### config.mk
export PLATFORM = sky130hd
export DESIGN_NAME = hazard_controller
export DESIGN_NICKNAME = d
export VERILOG_FILES = /design/src/rtl/hazard_controller_pkg.sv /design/src/rtl/hazard_shadow_stage.sv /design/src/rtl/hazard_controller.sv
export SDC_FILE = /design/constraint.sdc
export NUM_CORES = 1
export LEC_CHECK = 0
export CORE_UTILIZATION = 53
export CTS_CLUSTER_DIAMETER = 100
export DETAILED_ROUTE_END_ITERATION = 8
export PLACE_DENSITY = 0.9
export SETUP_SLACK_MARGIN = 0.15
export SLEW_MARGIN = 40
export SYNTH_ARGS = -nofsm -noshare
export SYNTH_HDL_FRONTEND = slang
export SYNTH_HIERARCHICAL = 1
export SYNTH_SLANG_ARGS = --single-unit
### constraint.sdc
create_clock -name CLK -period 2.9 [get_ports CLK]
set_clock_uncertainty 0.1 [all_clocks]
set_input_delay 0.58 -clock CLK [delete_from_list [all_inputs] [get_ports CLK]]
set_output_delay 0.58 -clock CLK [all_outputs]
set_load 0.01 [all_outputs]
### src/rtl/hazard_controller_pkg.sv
// Shared types for the MIPS hazard controller: forwarding-select codes,
// memory-wait FSM states and the control half of a shadow pipeline entry.
package hazard_controller_pkg;

  typedef enum logic [1:0] {
    FWD_RF  = 2'b00,
    FWD_WB  = 2'b01,
    FWD_MEM = 2'b10
  } fwd_sel_e;

  typedef enum logic {
    ST_RUN      = 1'b0,
    ST_MEM_WAIT = 1'b1
  } mem_state_e;

  typedef struct packed {
    logic valid;
    logic reg_write;
    logic mem_to_reg;
    logic mem_write;
  } shadow_ctl_t;

  // The MEM-stage ALU result is younger than the WB result, so it wins.
  function automatic fwd_sel_e fwd_select(input logic mem_hit, input logic wb_hit);
    if (mem_hit) return FWD_MEM;
    if (wb_hit)  return FWD_WB;
    return FWD_RF;
  endfunction

endpackage

### src/rtl/hazard_shadow_stage.sv
// One registered shadow-pipeline entry: holds on hold, loads an all-zero
// bubble on bubble, otherwise captures the previous stage.
module hazard_shadow_stage
  import hazard_controller_pkg::*;
#(
  parameter int DATA_W = 5
) (
  input  logic              clk,
  input  logic              reset,
  input  logic              hold,
  input  logic              bubble,
  input  shadow_ctl_t       d_ctl,
  input  logic [DATA_W-1:0] d_data,
  output shadow_ctl_t       q_ctl,
  output logic [DATA_W-1:0] q_data
);

  // NOTE: sequential state is assigned with <= so every stage samples its
  // predecessor's pre-edge value and the shadow pipeline shifts cleanly.
  always_ff @(posedge clk) begin
    if (reset)        q_ctl <= '0;
    else if (!hold)   q_ctl <= bubble ? '0 : d_ctl;
  end

  // NOTE: the register fields are not reset; valid qualifies them, and the
  // entry is always reloaded before anything reads it.
  always_ff @(posedge clk) begin
    if (!hold) q_data <= bubble ? '0 : d_data;
  end

endmodule

### src/rtl/hazard_controller.sv
// Stall/flush/forwarding controller for the 5-stage MIPS pipeline, with a
// memory-wait FSM, a sticky timeout watchdog and a saturating stall counter.
module hazard_controller
  import hazard_controller_pkg::*;
#(
  parameter int REG_W       = 5,
  parameter int MEM_TIMEOUT = 15,
  parameter int CNT_W       = 16
) (
  input  logic             CLK,
  input  logic             Reset,
  input  logic [REG_W-1:0] Rs_D,
  input  logic [REG_W-1:0] Rt_D,
  input  logic             UsesRt_D,
  input  logic [REG_W-1:0] WriteReg_D,
  input  logic             RegWrite_D,
  input  logic             MemtoReg_D,
  input  logic             MemWrite_D,
  input  logic             Jump_D,
  input  logic             Redirect_E,
  input  logic             MemReady,
  output logic             StallF,
  output logic             StallD,
  output logic             StallE,
  output logic             StallM,
  output logic             FlushD,
  output logic             FlushE,
  output logic [1:0]       ForwardAE,
  output logic [1:0]       ForwardBE,
  output logic             MemTimeout,
  output logic [CNT_W-1:0] StallCount
);

  localparam int              WAIT_W   = $clog2(MEM_TIMEOUT + 1);
  localparam logic [WAIT_W-1:0] WAIT_MAX = WAIT_W'(MEM_TIMEOUT);

  shadow_ctl_t        d_ctl, e_ctl, m_ctl, w_ctl;
  logic [3*REG_W-1:0] e_data;
  logic [REG_W-1:0]   e_wr, e_rs, e_rt, m_wr, w_wr;
  logic               rst_q, quiet, freeze, lw_stall, redirect, jump;
  logic               m_fwd_ok, w_fwd_ok;
  logic               stall_f, stall_d, stall_e, stall_m, flush_d, flush_e;
  mem_state_e         state, state_next;
  logic [WAIT_W-1:0]  wait_cnt, wait_cnt_next;
  logic               timeout_q;
  logic [CNT_W-1:0]   stall_cnt;
  logic               unused_w_mem;

  assign d_ctl = '{valid: 1'b1, reg_write: RegWrite_D,
                   mem_to_reg: MemtoReg_D, mem_write: MemWrite_D};

  hazard_shadow_stage #(.DATA_W(3 * REG_W)) u_stage_e (
    .clk(CLK), .reset(Reset), .hold(freeze), .bubble(flush_e),
    .d_ctl(d_ctl), .d_data({WriteReg_D, Rs_D, Rt_D}),
    .q_ctl(e_ctl), .q_data(e_data)
  );

  hazard_shadow_stage #(.DATA_W(REG_W)) u_stage_m (
    .clk(CLK), .reset(Reset), .hold(freeze), .bubble(1'b0),
    .d_ctl(e_ctl), .d_data(e_wr), .q_ctl(m_ctl), .q_data(m_wr)
  );

  // WB retires during a freeze so its result is not forwarded twice.
  hazard_shadow_stage #(.DATA_W(REG_W)) u_stage_w (
    .clk(CLK), .reset(Reset), .hold(1'b0), .bubble(freeze),
    .d_ctl(m_ctl), .d_data(m_wr), .q_ctl(w_ctl), .q_data(w_wr)
  );

  assign e_wr = e_data[3*REG_W-1 -: REG_W];
  assign e_rs = e_data[2*REG_W-1 -: REG_W];
  assign e_rt = e_data[REG_W-1:0];
  assign unused_w_mem = w_ctl.mem_to_reg ^ w_ctl.mem_write;

  // Outputs stay quiet in the reset cycle and the one after it.
  assign quiet    = Reset | rst_q;
  assign freeze   = !quiet && m_ctl.valid && (m_ctl.mem_to_reg || m_ctl.mem_write) && !MemReady;
  assign lw_stall = !quiet && e_ctl.valid && e_ctl.mem_to_reg && (e_wr != '0) &&
                    ((e_wr == Rs_D) || (UsesRt_D && (e_wr == Rt_D)));
  assign redirect = !quiet && Redirect_E;
  assign jump     = !quiet && Jump_D;

  // NOTE: every output of a combinational block gets a default first, so no
  // path through the priority chain can infer a latch.
  always_comb begin
    stall_f = 1'b0;
    stall_d = 1'b0;
    stall_e = 1'b0;
    stall_m = 1'b0;
    flush_d = 1'b0;
    flush_e = 1'b0;
    if (freeze) begin
      {stall_f, stall_d, stall_e, stall_m} = 4'b1111;
    end else if (redirect) begin
      flush_d = 1'b1;
      flush_e = 1'b1;
    end else if (lw_stall) begin
      stall_f = 1'b1;
      stall_d = 1'b1;
      flush_e = 1'b1;
    end else if (jump) begin
      flush_d = 1'b1;
    end
  end

  assign m_fwd_ok = !quiet && m_ctl.valid && m_ctl.reg_write && !m_ctl.mem_to_reg && (m_wr != '0);
  assign w_fwd_ok = !quiet && w_ctl.valid && w_ctl.reg_write && (w_wr != '0);
  assign ForwardAE = fwd_select(m_fwd_ok && (m_wr == e_rs), w_fwd_ok && (w_wr == e_rs));
  assign ForwardBE = fwd_select(m_fwd_ok && (m_wr == e_rt), w_fwd_ok && (w_wr == e_rt));

  // wait_cnt equals the number of MEM_WAIT cycles including the current one.
  always_comb begin
    state_next    = state;
    wait_cnt_next = '0;
    case (state)
      ST_RUN:      if (freeze)   state_next = ST_MEM_WAIT;
      ST_MEM_WAIT: if (MemReady) state_next = ST_RUN;
    endcase
    if (state_next == ST_MEM_WAIT)
      wait_cnt_next = (wait_cnt == WAIT_MAX) ? wait_cnt : wait_cnt + WAIT_W'(1);
  end

  always_ff @(posedge CLK) begin
    if (Reset) begin
      rst_q     <= 1'b1;
      state     <= ST_RUN;
      wait_cnt  <= '0;
      timeout_q <= 1'b0;
      stall_cnt <= '0;
    end else begin
      rst_q     <= 1'b0;
      state     <= state_next;
      wait_cnt  <= wait_cnt_next;
      timeout_q <= timeout_q | (wait_cnt_next == WAIT_MAX);
      if (stall_f && (stall_cnt != '1)) stall_cnt <= stall_cnt + CNT_W'(1);
    end
  end

  assign StallF     = stall_f;
  assign StallD     = stall_d;
  assign StallE     = stall_e;
  assign StallM     = stall_m;
  assign FlushD     = flush_d;
  assign FlushE     = flush_e;
  assign MemTimeout = !quiet && timeout_q;
  assign StallCount = quiet ? '0 : stall_cnt;

endmodule
==> summary.txt, run 1 <==
Placement
  • Placed cell area: ~3800 µm²
  • GPL Wtd Cong: 0.8455
  • Placement Setup Slack: -336.4 ps
  • I/O Buffers: 50
  • Dpl hpwl: about 4800 µm
  • # placed instances: roughly 460

Layout
  • Register area: 1411 µm²
  • Filler cell count: 340
  • Multi-input logic area: ~1700 µm²
  • Layout cell share with drive strength beyond 1: about 19%
  • Fin util: between 70% and 80%
  • P&R area growth vs syn: 36.44%
  • Nets: 436
  • Finished Cell Area: between 4000 and 5000 µm²
  • Finished Layout Cells: roughly 500
  • ANT cells: 0

Critical path
  • Crit start category: register
  • Reg2reg start: u_stage_e/q_data[12]
  • Worst Setup End Kind: output pin
  • Req. time, crit path: approximately 2200 ps
  • WP data arrival: approximately 2100 ps
  • Critical Path Fanout Max: 2
  • Critical path launch point: u_stage_e/q_data[12]
  • Crit path kind: register to output pin

Hold path
  • Hold Startpoint: u_stage_e/q_ctl[0]
  • Hold/Removal Path Class: register to register

Timing
  • Final Cycle Share: a little over nine tenths
  • Slew HR: between 60% and 70%
  • Slew @ Worst Pin: 583.4 ps
  • Final worst path period need: about 2800 ps
  • Final setup fails: 0
  • Final hold vios: 0
  • Max-slew violation count: 0
  • Setup TNS: 0 ps
  • RSZ-0062 raised after global routing: true
  • Fmax: about 360 MHz
  • Slack of the critical path: roughly 140 ps

Drt
  • Final wirelength: around 8000 µm
  • 1st-pass router iterations: 5
  • Drt wl/cell: around 16 µm
  • DR vias/cell: approximately 5.6
  • Initial drt markers: about 200
  • DR vias: around 2,700
  • DRC violations left: 0
  • Final antenna-violating net count: 0

Floorplanning
  • Area of the die: 6026 µm²
  • CORE AREA: 5507 µm²
  • Initial Utilization: between 50 and 60%
  • Overall die width: between 70 and 80 µm
  • Chip Height: slightly below 80 µm
  • Row count: 27
  • Io pins: a little over 50

Global routing
  • Antenna violations before repair: 0
  • Largest net degree at the start of global routing: 30
  • Overall Global Routing Usage: about a quarter
  • First-pass GRT wire length: between 10,000 and 15,000 µm
  • Total grt overflow: 0
  • Vias in the first global route: ~2,700

Pwr
  • Max rail drop VDD: around 390 µV
  • Leakage: ~1.6 nW
  • Pwr Density: 424.1 nW/µm²

Clock network
  • Clock slew at reported path FFs: 60 ps
  • Clk buf depth: 2
  • TritonCTS Buffers: 9
  • CTS sink cnt: 58
  • CTS Hold Bufs: 0
  • H-tree Lvls: 3
  • Clock Latency Late Sink: between 300 and 400 ps
  • CTS tree: yes
  • Clock root buffer: clkbuf_8

Run
  • Max cap viols: 0

Synthesis
  • Cells after Synth: roughly 310
  • Avg Cell Area, Syn: 9.717 µm²
  • Synth warnings: 6
  • Post-Syn Area: ~3000 µm²

Outcome
  • Outcome: finished, final reports clean
-- what timing repair did --
action	4_1_cts	5_1_grt
cloned	1	0
setup endpoints to repair	15	20
hold endpoints to repair	0	0
buffers inserted	8	1
gates resized for setup	47	19
pin swaps	11	15
-- through the flow --
stage / hold WS [ps] / total power, mW
after floorplan: 327.6 / 1.007
after global placement: 342.4 / 1.074
after detailed placement: 359.5 / 1.083
after CTS: 368.2 / 1.741
after global routing: 392.5 / 1.814
final: 371.5 / 1.754
-- area by class of cell --
| cell class | count | share of cell area, % |
|---|---|---|
| clock buffers | 14 | 3.962 |
| clock inverters | 2 | 0.2420 |
| inverters | 10 | 0.9074 |
| multi-input cells | 247 | 40.47 |
| flip-flops and latches | 58 | 34.12 |
| well taps | 72 | 2.178 |
| repair buffers | 84 | 18.12 |
-- sequential cells by signal, summed over array words and instances (netlist names), 2 cells and up --
register,cells
u_stage_e/q_data,15
u_stage_m/q_data,5
u_stage_w/q_data,5
u_stage_m/q_ctl,4
wait_cnt,4
u_stage_e/q_ctl,4
u_stage_w/q_ctl,2
stall_cnt,16
-- routing by layer --
metal	global-route usage, %	part of all wire, %	vias up
met5	0	0	-
met4	15.28	2.6	0
met3	4.118	5.1	21
met2	44.42	52	119
met1	31.03	40	1310
li1	-	-	1282
-- worst paths after layout --
kind | end | depth (start not counted) | slack [ps]
setup reg to reg | stall_cnt[1] | 10 | 400
hold / removal | u_stage_e/q_ctl[0] | 2 | 370
hold reg to reg | u_stage_e/q_ctl[0] | 2 | 370
setup / recovery | StallD | 8 | 140
-- power breakdown --
part | internal (mW) | switching, mW
clock network | 0.361 | 0.298
registers | 0.882 | 0.0260
logic | 0.103 | 0.0844
total | 1.35 | 0.409
-- cells in the final DEF, fill, tap and decap left out, types with 3 or more instances in the layout --
cell and count:
or3b_1 10, nand4_1 7, xor2_1 12, nand2_1 24, dlygate4sd2_1 13, conb_1 15
o21ai_0 5, or4_1 4, nor3_1 6, xnor2_2 4, o21ai_1 7, a21oi_1 22
or3_1 10, and2_1 18, xnor2_1 17, a21oi_2 6, o31ai_1 3, clkbuf_1 4
buf_2 5, clkdlybuf4s50_1 28, dfxtp_1 33, buf_4 30, edfxtp_1 25, nor2b_1 24
inv_1 9, clkbuf_8 9, nand3_1 10, nor2_1 10
-- critical path, stage by stage, from the launching register on --
cell and delay (ps):
edfxtp_1 400, or4_4 530, o211ai_2 190, buf_4 140, buf_6 90, nor2_2 30
a21oi_2 170, inv_1 70, buf_2 140
Power figures use the tool's default switching activity.
==> run 2: changes to the inputs <==
- ABC_AREA: default -> 1
- CORE_MARGIN: default -> 2
- CORE_UTILIZATION: 53 -> 54
- PLACE_DENSITY: 0.9 -> 0.91
==> run 2 against run 1 <==
Compared with the run above:
- wire length fell by 9.2%
- combinational power fell by 15%
- utilization fell by 5.3 points
- non-clock buffer count fell by 21
- critical path depth did not move
- register-to-register slack improved by 540 ps
- highest routed layer unchanged
- count of clock-buffer cells in the layout fell by 5
==> summary.txt, run 2 <==
Floorplanning
  • Area of the die: 6649 µm² (+10%)
  • Chip Height: 81.54 µm (+5.0%)
  • Initial Utilization: 55.50% (+0.44 points)
  • CORE AREA: 5851 µm² (+6.2%)
  • Overall die width: 81.54 µm (+5.0%)
  • Row count: 28 (+3.7%)
  • Io pins: 51 (unchanged)

Global routing
  • First-pass GRT wire length: 11,070 µm (-9.0%)
  • Vias in the first global route: 2,618 (-1.2%)
  • Largest net degree at the start of global routing: 33 (+10%)
  • Total grt overflow: 0 (unchanged)
  • Antenna violations before repair: 0 (unchanged)
  • Overall Global Routing Usage: 21.94% (-4.2 points)

Clock network
  • CTS tree: yes
  • TritonCTS Buffers: 9 (unchanged)
  • Clock Latency Late Sink: 330 ps (about the same)
  • Clock root buffer: clkbuf_8
  • Clock slew at reported path FFs: 70 ps (about the same)
  • CTS sink cnt: 58 (unchanged)
  • CTS Hold Bufs: 0 (unchanged)
  • Clk buf depth: 2 (unchanged)
  • H-tree Lvls: 3 (unchanged)

Drt
  • Final wirelength: 7070 µm (-9.2%)
  • 1st-pass router iterations: 5 (unchanged)
  • DR vias: 2,926 (+7.1%)
  • DRC violations left: 0 (unchanged)
  • Drt wl/cell: 11.98 µm (-25%)
  • Final antenna-violating net count: 0 (unchanged)
  • Initial drt markers: 258 (+31%)
  • DR vias/cell: 4.959 (-12%)

Timing
  • Final setup fails: 0 (unchanged)
  • Final hold vios: 0 (unchanged)
  • Slew HR: 62.15% (+1.1 points)
  • RSZ-0062 raised after global routing: true
  • Final worst path period need: 2754 ps (-5.530 ps)
  • Slew @ Worst Pin: 567.2 ps (-16.24 ps)
  • Setup TNS: 0 ps (unchanged)
  • Fmax: 363.1 MHz (+0.20%)
  • Final Cycle Share: 94.97% (-0.19 points)
  • Max-slew violation count: 0 (unchanged)

Layout
  • P&R area growth vs syn: 25.82%
  • Top reg by flops: stall_cnt
  • Most frequent cells in the layout: 87 x nand2_1, 76 x nor2_1, 74 x inv_1, 36 x clkdlybuf4s50_1, 33 x dfxtp_1
  • Finished Layout Cells: 590 (+21%)
  • Commonest non-fill, non-tap cell in the layout: nand2_1
  • Filler cell count: 434 (+28%)
  • Max FFs per register: 16 (unchanged)
  • Register area: 1411 µm² (unchanged)
  • Nets: 536 (+23%)
  • ANT cells: 0 (unchanged)
  • Multi-input logic area: 1514 µm² (-9.6%)
  • Fin util: 69.82% (-5.3 points)
  • Biggest regs: stall_cnt: 16 flops, u_stage_e/q_data: 15 flops
  • Layout cell share with drive strength beyond 1: 12.43% (-6.8 points)

Placement
  • Dpl hpwl: 5193 µm (+7.3%)
  • # placed instances: 573 (+24%)
  • GPL Wtd Cong: 0.8776 (+3.8%)
  • I/O Buffers: 50 (unchanged)

Critical path
  • R2R depth: 12 (+2)
  • Critical Path Fanout Max: 5 (+3)
  • FF-to-FF End: stall_cnt[12]
  • Crit start category: primary input
  • Crit path kind: primary input to output pin
  • Reg2reg start: u_stage_e/q_data[14]
  • FF-to-FF setup slack: 940 ps (+540 ps)
  • Worst Setup End Kind: output pin
  • WP data arrival: 2070 ps (about the same)
  • Req. time, crit path: 2220 ps (about the same)

Outcome
  • Outcome: finished, final reports clean

Hold path
  • Worst Hold Depth: 2 (unchanged)
  • Worst Hold End: u_stage_e/q_ctl[0]
  • Hold/Removal Path Class: register to register
  • Hold Startpoint: u_stage_e/q_ctl[0]

Pwr
  • Psw: 418.3 µW (+2.4%)
  • Sw frac: 23.71% (+0.41 points)
  • Reg power frac: 51.7% (about the same)
  • Leakage: 1.860 nW (+15%)
  • Combinational share of power: 9.0% (-1.7 points)
  • Max rail drop VDD: 469.5 µV (+21%)
  • Clock share of power: 39.3% (+1.7 points)
  • Pwr Density: 431.9 nW/µm² (+1.8%)
  • Internal Power: 1.346 mW (about the same)

Run
  • Max cap viols: 0 (unchanged)

Synthesis
  • Cells after Synth: 436 (+40%)
  • Avg Cell Area, Syn: 7.447 µm² (-23%)
  • Post-Syn Area: 3247 µm² (+7.1%)
  • Synth warnings: 6 (unchanged)
[run 2: power groups by stage]
stage          logic (mW)  clock network (mW)  registers, mW
2_1_floorplan      0.0943                   0          0.921
3_3_place_gp        0.150                   0          0.928
3_5_place_dp        0.156                   0          0.929
4_1_cts             0.157               0.705          0.912
5_1_grt             0.177               0.743          0.914
6_report            0.159               0.694          0.912
[run 2: worst max path at each step]
stage               startpoint            to
floorplan                Reset        StallM
global placement         Reset  ForwardBE[1]
detailed placement     Rs_D[1]        FlushE
CTS                      Reset        StallM
global route             Reset        StallM
finish                   Reset        StallM
[run 2: layout make-up]
cell class | instances | share of cell area, %
clock inverters | 7 | 1.470
flip-flops and latches | 58 | 34.55
clock buffers | 9 | 3.032
well taps | 75 | 2.297
multi-input cells | 298 | 37.06
repair buffers | 63 | 14.24
inverters | 80 | 7.351
[run 2: metal layers]
metal | track usage [%] | part of all wire (%) | up-vias | routed length [µm]
li1 | - | - | 1496 | -
met4 | 10.34 | 1.8 | 0 | 129
met1 | 27.38 | 43 | 1317 | 3072
met5 | 0 | 0 | - | 0
met3 | 3.516 | 5.3 | 13 | 377
met2 | 37.13 | 49 | 100 | 3491
[run 2: metrics by stage]
stage | setup WS, ps | hold WS, ps | instance area, µm² | total power [mW]
final | 145.8 | 375.7 | 4085 | 1.764
after global routing | 85.86 | 391.7 | 4085 | 1.834
after CTS | 151.3 | 375.2 | 4095 | 1.774
after floorplan | 610.8 | 334.9 | 3281 | 1.016
after detailed placement | -156.5 | 363.6 | 3904 | 1.086
after global placement | -132.6 | 346.9 | 3904 | 1.078
[run 2: timing repair]
action	4_1_cts	5_1_grt
setup buffers	1	0
pin swaps	5	1
resized for setup	18	9
setup endpoints to repair	17	6
[run 2: critical path: stages]
cell and delay, ps:
dlygate4sd2_1 270, nor2_4 140, nand2_1 100, nor2_2 110, nand2_1 110, inv_2 110
buf_12 120, clkdlybuf4s50_1 520
